$ cat config.mk
export PLATFORM = sky130hd
export DESIGN_NAME = program_counter
export DESIGN_NICKNAME = d
export VERILOG_FILES = /design/src/rtl/hack_defs.sv /design/src/rtl/or_gate.sv /design/src/rtl/register_w.sv /design/src/rtl/program_counter.sv
export SDC_FILE = /design/constraint.sdc
export NUM_CORES = 1
export LEC_CHECK = 0
export CAP_MARGIN = 5
export CORE_MARGIN = 1.5
export CORE_UTILIZATION = 35
export DETAILED_ROUTE_END_ITERATION = 7
export GPL_TIMING_DRIVEN = 0
export HOLD_SLACK_MARGIN = 0.08
export PLACE_DENSITY_LB_ADDON = 0.3
export SKIP_LAST_GASP = 1
export SLEW_MARGIN = 10
export SYNTH_ARGS = -nofsm -noshare
export SYNTH_HDL_FRONTEND = slang
export SYNTH_HIERARCHICAL = 1
export SYNTH_SLANG_ARGS = --single-unit
$ cat constraint.sdc
create_clock -name clk -period 2.9 [get_ports clk]
set_input_delay 0.58 -clock clk [delete_from_list [all_inputs] [get_ports clk]]
set_output_delay 0.58 -clock clk [all_outputs]
set_load 0.01 [all_outputs]
$ cat src/rtl/hack_defs.sv
// Shared Hack-platform constants: word width, PC reset value and the
// PC next-state select encoding.
package hack_defs;

    localparam int HACK_WORD_WIDTH     = 16;
    localparam int HACK_PC_RESET_VALUE = 0;

    // Listed in priority order: reset beats load, load beats inc.
    localparam logic [1:0] PC_SEL_RESET = 2'd0;
    localparam logic [1:0] PC_SEL_LOAD  = 2'd1;
    localparam logic [1:0] PC_SEL_INC   = 2'd2;
    localparam logic [1:0] PC_SEL_HOLD  = 2'd3;

endpackage

$ cat src/rtl/or_gate.sv
// Week1 gate library: two-input OR.
module or_gate (
    input  logic a,
    input  logic b,
    output logic y
);

    assign y = a | b;

endmodule

$ cat src/rtl/register_w.sv
// WIDTH-bit register with synchronous load enable; shared by the PC and
// the Hack A/D registers.
module register_w #(
    parameter int WIDTH = 16
) (
    input  logic             clk,
    input  logic             en,
    input  logic [WIDTH-1:0] d,
    output logic [WIDTH-1:0] q
);

    always_ff @(posedge clk) begin
        if (en)
            q <= d;
    end

endmodule

$ cat src/rtl/program_counter.sv
// Hack program counter: synchronous reset > load > increment > hold.
// Define PC_WRAP_FLAG_EN to add a registered 'wrap' output flagging an
// increment out of all-ones.
module program_counter
    import hack_defs::*;
#(
    parameter int               WIDTH       = HACK_WORD_WIDTH,
    parameter logic [WIDTH-1:0] RESET_VALUE = WIDTH'(HACK_PC_RESET_VALUE)
) (
    input  logic             clk,
    input  logic             reset,
    input  logic [WIDTH-1:0] in,
    input  logic             load,
    input  logic             inc,
`ifdef PC_WRAP_FLAG_EN
    output logic             wrap,
`endif
    output logic [WIDTH-1:0] out
);

    logic             rl;
    logic             en;
    logic [1:0]       sel;
    logic [WIDTH-1:0] nxt;

    or_gate u_or_rl  (.a(reset), .b(load), .y(rl));
    or_gate u_or_en  (.a(rl),    .b(inc),  .y(en));

    // Reset is tested first so X on load/inc cannot leak while it is held.
    always_comb begin
        sel = PC_SEL_HOLD;
        if (reset)
            sel = PC_SEL_RESET;
        else if (load)
            sel = PC_SEL_LOAD;
        else if (inc)
            sel = PC_SEL_INC;
    end

    always_comb begin
        nxt = out;
        case (sel)
            PC_SEL_RESET: nxt = RESET_VALUE;
            PC_SEL_LOAD:  nxt = in;
            PC_SEL_INC:   nxt = out + WIDTH'(1);
            default:      nxt = out;
        endcase
    end

    register_w #(.WIDTH(WIDTH)) u_pc_reg (
        .clk (clk),
        .en  (en),
        .d   (nxt),
        .q   (out)
    );

`ifdef PC_WRAP_FLAG_EN
    always_ff @(posedge clk) begin
        if (reset)
            wrap <= 1'b0;
        else
            wrap <= (sel == PC_SEL_INC) && (&out);
    end
`endif

endmodule

; Yosys cells after proc, flatten, opt, wreduce, memory -nomap -nowiden
; Index checks and enable logic that the tools add are counted.
[word_totals]
reg_bits = 16
inputBits = 20
out_inout_bits = 16
wordCells = 13
[classes]
n_addsub = 1
eq_ne = 2
mux = 4
bitwise_logic = 2
reduce_logical = 3
[ops]
columns = operator, count
row1 = $pmux 16 s3, 1
row2 = $add 16x1->16 const B, 1
row3 = $mux 2, 2
row4 = $reduce_bool 3->1, 1
row5 = $eq 2x1->1 const B, 1
row6 = $eq 2x2->1 const B, 1
row7 = $logic_not 2->1, 1
row8 = $or 1x1->1, 2
row9 = $reduce_and 2->1, 1
row10 = $mux 1, 1

; Longest topological paths before layout
; Gate-level depths: netlist of the first run.
[depth]
ltp_word = 6
mapped_depth = 5

; Modules after synthesis
; Netlist of the first run, hierarchy kept.
[by_module_without_submodules]
columns = module, instances, cells_each, area_per_inst_um2, seq_area_each_um2
row1 = program_counter, 1, 102, 655.6, 0.0
row2 = register_w, 1, 16, 480.5, 480.5
row3 = or_gate, 2, 1, 6.3, 0.0

; Least setup slack after synthesis of the first run
; No wires, ideal clock.
[synth_timing]
path_type = register -> register
from = register u_pc_reg.q[0]
to = register u_pc_reg.q[14], data pin
setup_time_ns = 0.254
arrival_ns = 1.451
required_ns = 2.646
path_slack_ns = 1.195
path_stages_with_launch = 6
synth_period_minus_slack_ns = 1.705
cell_sequence = edfxtp_1 -> ha_1 -> nand3_1 -> nor4_4 -> xor2_1 -> o21a_1
[synth_between]
elab_chain_len = 2
[synth_rtl]
columns = item, line
row1 = "start, declared", register_w.sv:9  ; output logic [WIDTH-1:0] q
row2 = "start signal, assigned", register_w.sv:14  ; q <= d;
row3 = $add 16x1->16, program_counter.sv:45  ; PC_SEL_INC: nxt = out + WIDTH'(1);
row4 = $pmux 16 s3, program_counter.sv:42  ; case (sel)
row5 = net nxt[14], program_counter.sv:24  ; logic [WIDTH-1:0] nxt;
; The timed path passes the listed nets, and every way through them passes these cells.
; A chain may end at the register's enable or synchronous reset.

; Worst setup path after layout of the first run
[layout_timing]
from = input port load
to = register u_pc_reg.q[2], data pin
[layout_between]
elab_chain_len = 4
[layout_rtl]
columns = item, line
row1 = "start, declared", program_counter.sv:13  ; input logic load,
row2 = $mux 2 (*), program_counter.sv:34  ; else if (load)
row3 = $mux 2 (*), program_counter.sv:32  ; if (reset)
row4 = "$eq 2x2->1, or another cell as far along", program_counter.sv:42
row5 = $pmux 16 s3 (*), program_counter.sv:42
row6 = net nxt[2], program_counter.sv:24
; The timed path passes the listed nets; every way through them passes the cells marked *.

==> impl_metrics.tcl, run 1 <==
set metrics [dict create \
    status "finished, final reports clean" \
    cts_tree "done" \
    critPathLaunchType "primary input" \
    ant_nets 0 \
    htree_levels 1 \
    numCtsBuffers 3 \
    final_cell_mix "clkdlybuf4s50_1 (35), edfxtp_1 (16), a21oi_1 (11), nor2_1 (10), inv_1 (9)" \
    design_area_sq_um 1580 \
    final.setup.tns_ns 0 \
    layout-area-overhead-vs-synth_pct 37.3 \
    cp_cell_sequence "clkdlybuf4s50_1, clkbuf_1, buf_2, mux2i_1, nor2_1" \
    yosys_warnings 6 \
    ys_seq_elements 16 \
    end_kind "flop" \
    powerDensity_nw_per_um2 370 \
    gp_congestion 0.808 \
    via_per_inst 5.05 \
    tightestPinTransition_ns 0.755 \
    io_pins 36 \
    path_max_fanout 10 \
    num-nets-final 181 \
    dpl-instance-area_sq_um 1550 \
    grt_use_total_pct 16.0 \
    drtIter0Drc 15 \
    die-area_sq_um 3630 \
    dieWidth_microns 60.3 \
    grt_max_degree 17 \
    drt-pass1-iter-count 4 \
    top_regs "u_pc_reg/q x16" \
    clock-root-buffer "clkbuf_4" \
    drive_above_1_share_pct 8.23 \
    clockBufferDepth 2 \
    p_total_mw 0.584 \
    clkLatencyLatePin_ns 0.29 \
    leakagePower_nw 0.600 \
    antennaDiodeCount 0 \
    multi_input_area_sq_um 588 \
    postCtsHoldBufs 0 \
    fin_worst_skew_ns 0.00610 \
    period_share_pct 72.7 \
    setup_viol 0 \
    maxSlewViolCount 0 \
    ir_drop_uv 171 \
    wl_per_cell_microns 13.9 \
    largest_register "u_pc_reg/q" \
    grt_pass1_wl_microns 4300 \
    antenna_found_initial 0 \
    clkSlewWorstSetupHoldPaths_ns 0.09 \
    grt_pass1_vias 944 \
    cts-resized-gates 0 \
    hold_path_class "reg -> reg" \
    via_count 1020 \
    core-area_sq_um 3080 \
    post_cts_buffers 0 \
    maxCapViolCount 0 \
    ys_seq_area_share_pct 41.8 \
    fp.dieH_microns 60.3 \
    critPathKind "in -> reg" \
    post-synth-top-area-cell "edfxtp_1" \
    synth_cell_types 32 \
    portBuffers 35 \
    route.detailed.drc 0 \
    dp_slack_ns 0.500 \
    period_needed_ns 2.11 \
    synth_top_area_share_pct 41.8 \
    syn-num-nets 141 \
    fill_cells 304 \
    place_inst 199 \
    dp_hpwl_microns 2000 \
    slowest_stage "clkdlybuf4s50_1" \
    syn_area_sq_um 1150 \
    setup_slack_ns 0.793 \
    fin_hold_ws_ns 0.750 \
    placementRows 20 \
    wl_microns 2800 \
    stdcell_count 202 \
    finalHoldViolations 0 \
    syn_avg_cell_area_sq_um 9.57 \
    relSlewSlack_pct 49.7 \
    max_stage_delay_ns 0.51 \
    layout_commonest_cell "clkdlybuf4s50_1" \
    numClockSinks 16 \
    largest_reg_flops 16 \
    fin_util_pct 51.2 \
    gr-total-overflow 0 \
    ys_top_cells_by_area "edfxtp_1 (42%), xor2_1 (5.3%), a21oi_1 (4.8%)" \
    fmax_mhz 475 \
    crit_required_ns 2.94 \
    crit_arrival_ns 2.14 \
    initial_core_util_pct 37.3 \
    seqCellArea_sq_um 480 \
    rsz0062_at_grt "no" \
    synthesis.instances 120 \
]
[worst max-delay path: cells and delay by family]
| kind | cells | cell delay [ns] |
|---|---|---|
| buf+inv | 3 | 1.26 |
| mux | 1 | 0.24 |
| simple gates | 1 | 0.06 |
[final timing paths]
| kind | from | to | slack, ns | depth (start not counted) |
|---|---|---|---|---|
| hold / removal | u_pc_reg/q[6] | u_pc_reg/q[6] | 0.75 | 2 |
| setup reg to reg | u_pc_reg/q[0] | u_pc_reg/q[12] | 1.03 | 5 |
| setup / recovery | load | u_pc_reg/q[2] | 0.79 | 5 |
| hold reg to reg | u_pc_reg/q[6] | u_pc_reg/q[6] | 0.75 | 2 |
[kinds of logic after synthesis]
kind of cell	count (synthesis)	synth area share [%]
buffers and inverters	17	6.97
AO/OA/AOI/OAI	25	14.2
adder cells (fa/ha/maj)	1	1.09
multiplexers	4	3.49
AND/OR/NAND/NOR	46	24.1
flip-flops	16	41.8
XOR/XNOR	11	8.39
[routing by layer]
| layer | global-route usage, % | wire length [microns] |
|---|---|---|
| met5 | 0 | 0 |
| met4 | 7.94 | 54 |
| met3 | 1.30 | 73 |
| met2 | 26.6 | 1370 |
| met1 | 20.6 | 1300 |
[synthesized netlist by cell type, drive strengths merged]
cell / count
a2111oi: 1
a21o: 2
a21oi: 11
buf: 5
clkbuf: 3
edfxtp: 16
ha: 1
inv: 9
mux2i: 4
nand2: 8
nand3: 5
nand4: 5
nor2: 10
nor2b: 1
nor3: 8
nor3b: 1
nor4: 4
o21a: 7
o21ai: 2
o22ai: 1
o31a: 1
or2: 2
or3: 2
xnor2: 4
xor2: 7
[power by group]
group,total [mW],internal (mW),leakage [nW],switching (mW)
registers,0.308,0.280,0.181,0.0280
clock network,0.124,0.0484,0.0138,0.0753
logic,0.153,0.0880,0.406,0.0647
[cell type report]
class,count,area share [%]
multi-input cells,87,37.3
flip-flops and latches,16,30.5
repair buffers,35,22.2
well taps,44,3.49
plain buffers,8,2.94
inverters,9,2.14
clock buffers,3,1.43
No activity file was read; power rests on OpenSTA's default activity.
==> inputs of run 2 (changes only) <==
==> constraint.sdc (replaced) <==
create_clock -name clk -period 2.2 [get_ports clk]
set_input_delay 0.44 -clock clk [delete_from_list [all_inputs] [get_ports clk]]
set_output_delay 0.44 -clock clk [all_outputs]
set_load 0.01 [all_outputs]
==> results of run 2 <==
The final DEF is identical to that of run 1. Status: finished, final reports clean.
Main changes from that run: setup slack after placement 0.500 ns -> -0.0604 ns; setup slack after layout 0.793 ns -> 0.233 ns; register-to-register setup slack 1.03 ns -> 0.33 ns; total power 0.584 mW -> 0.770 mW; worst IR drop on VDD 171 uV -> 225 uV
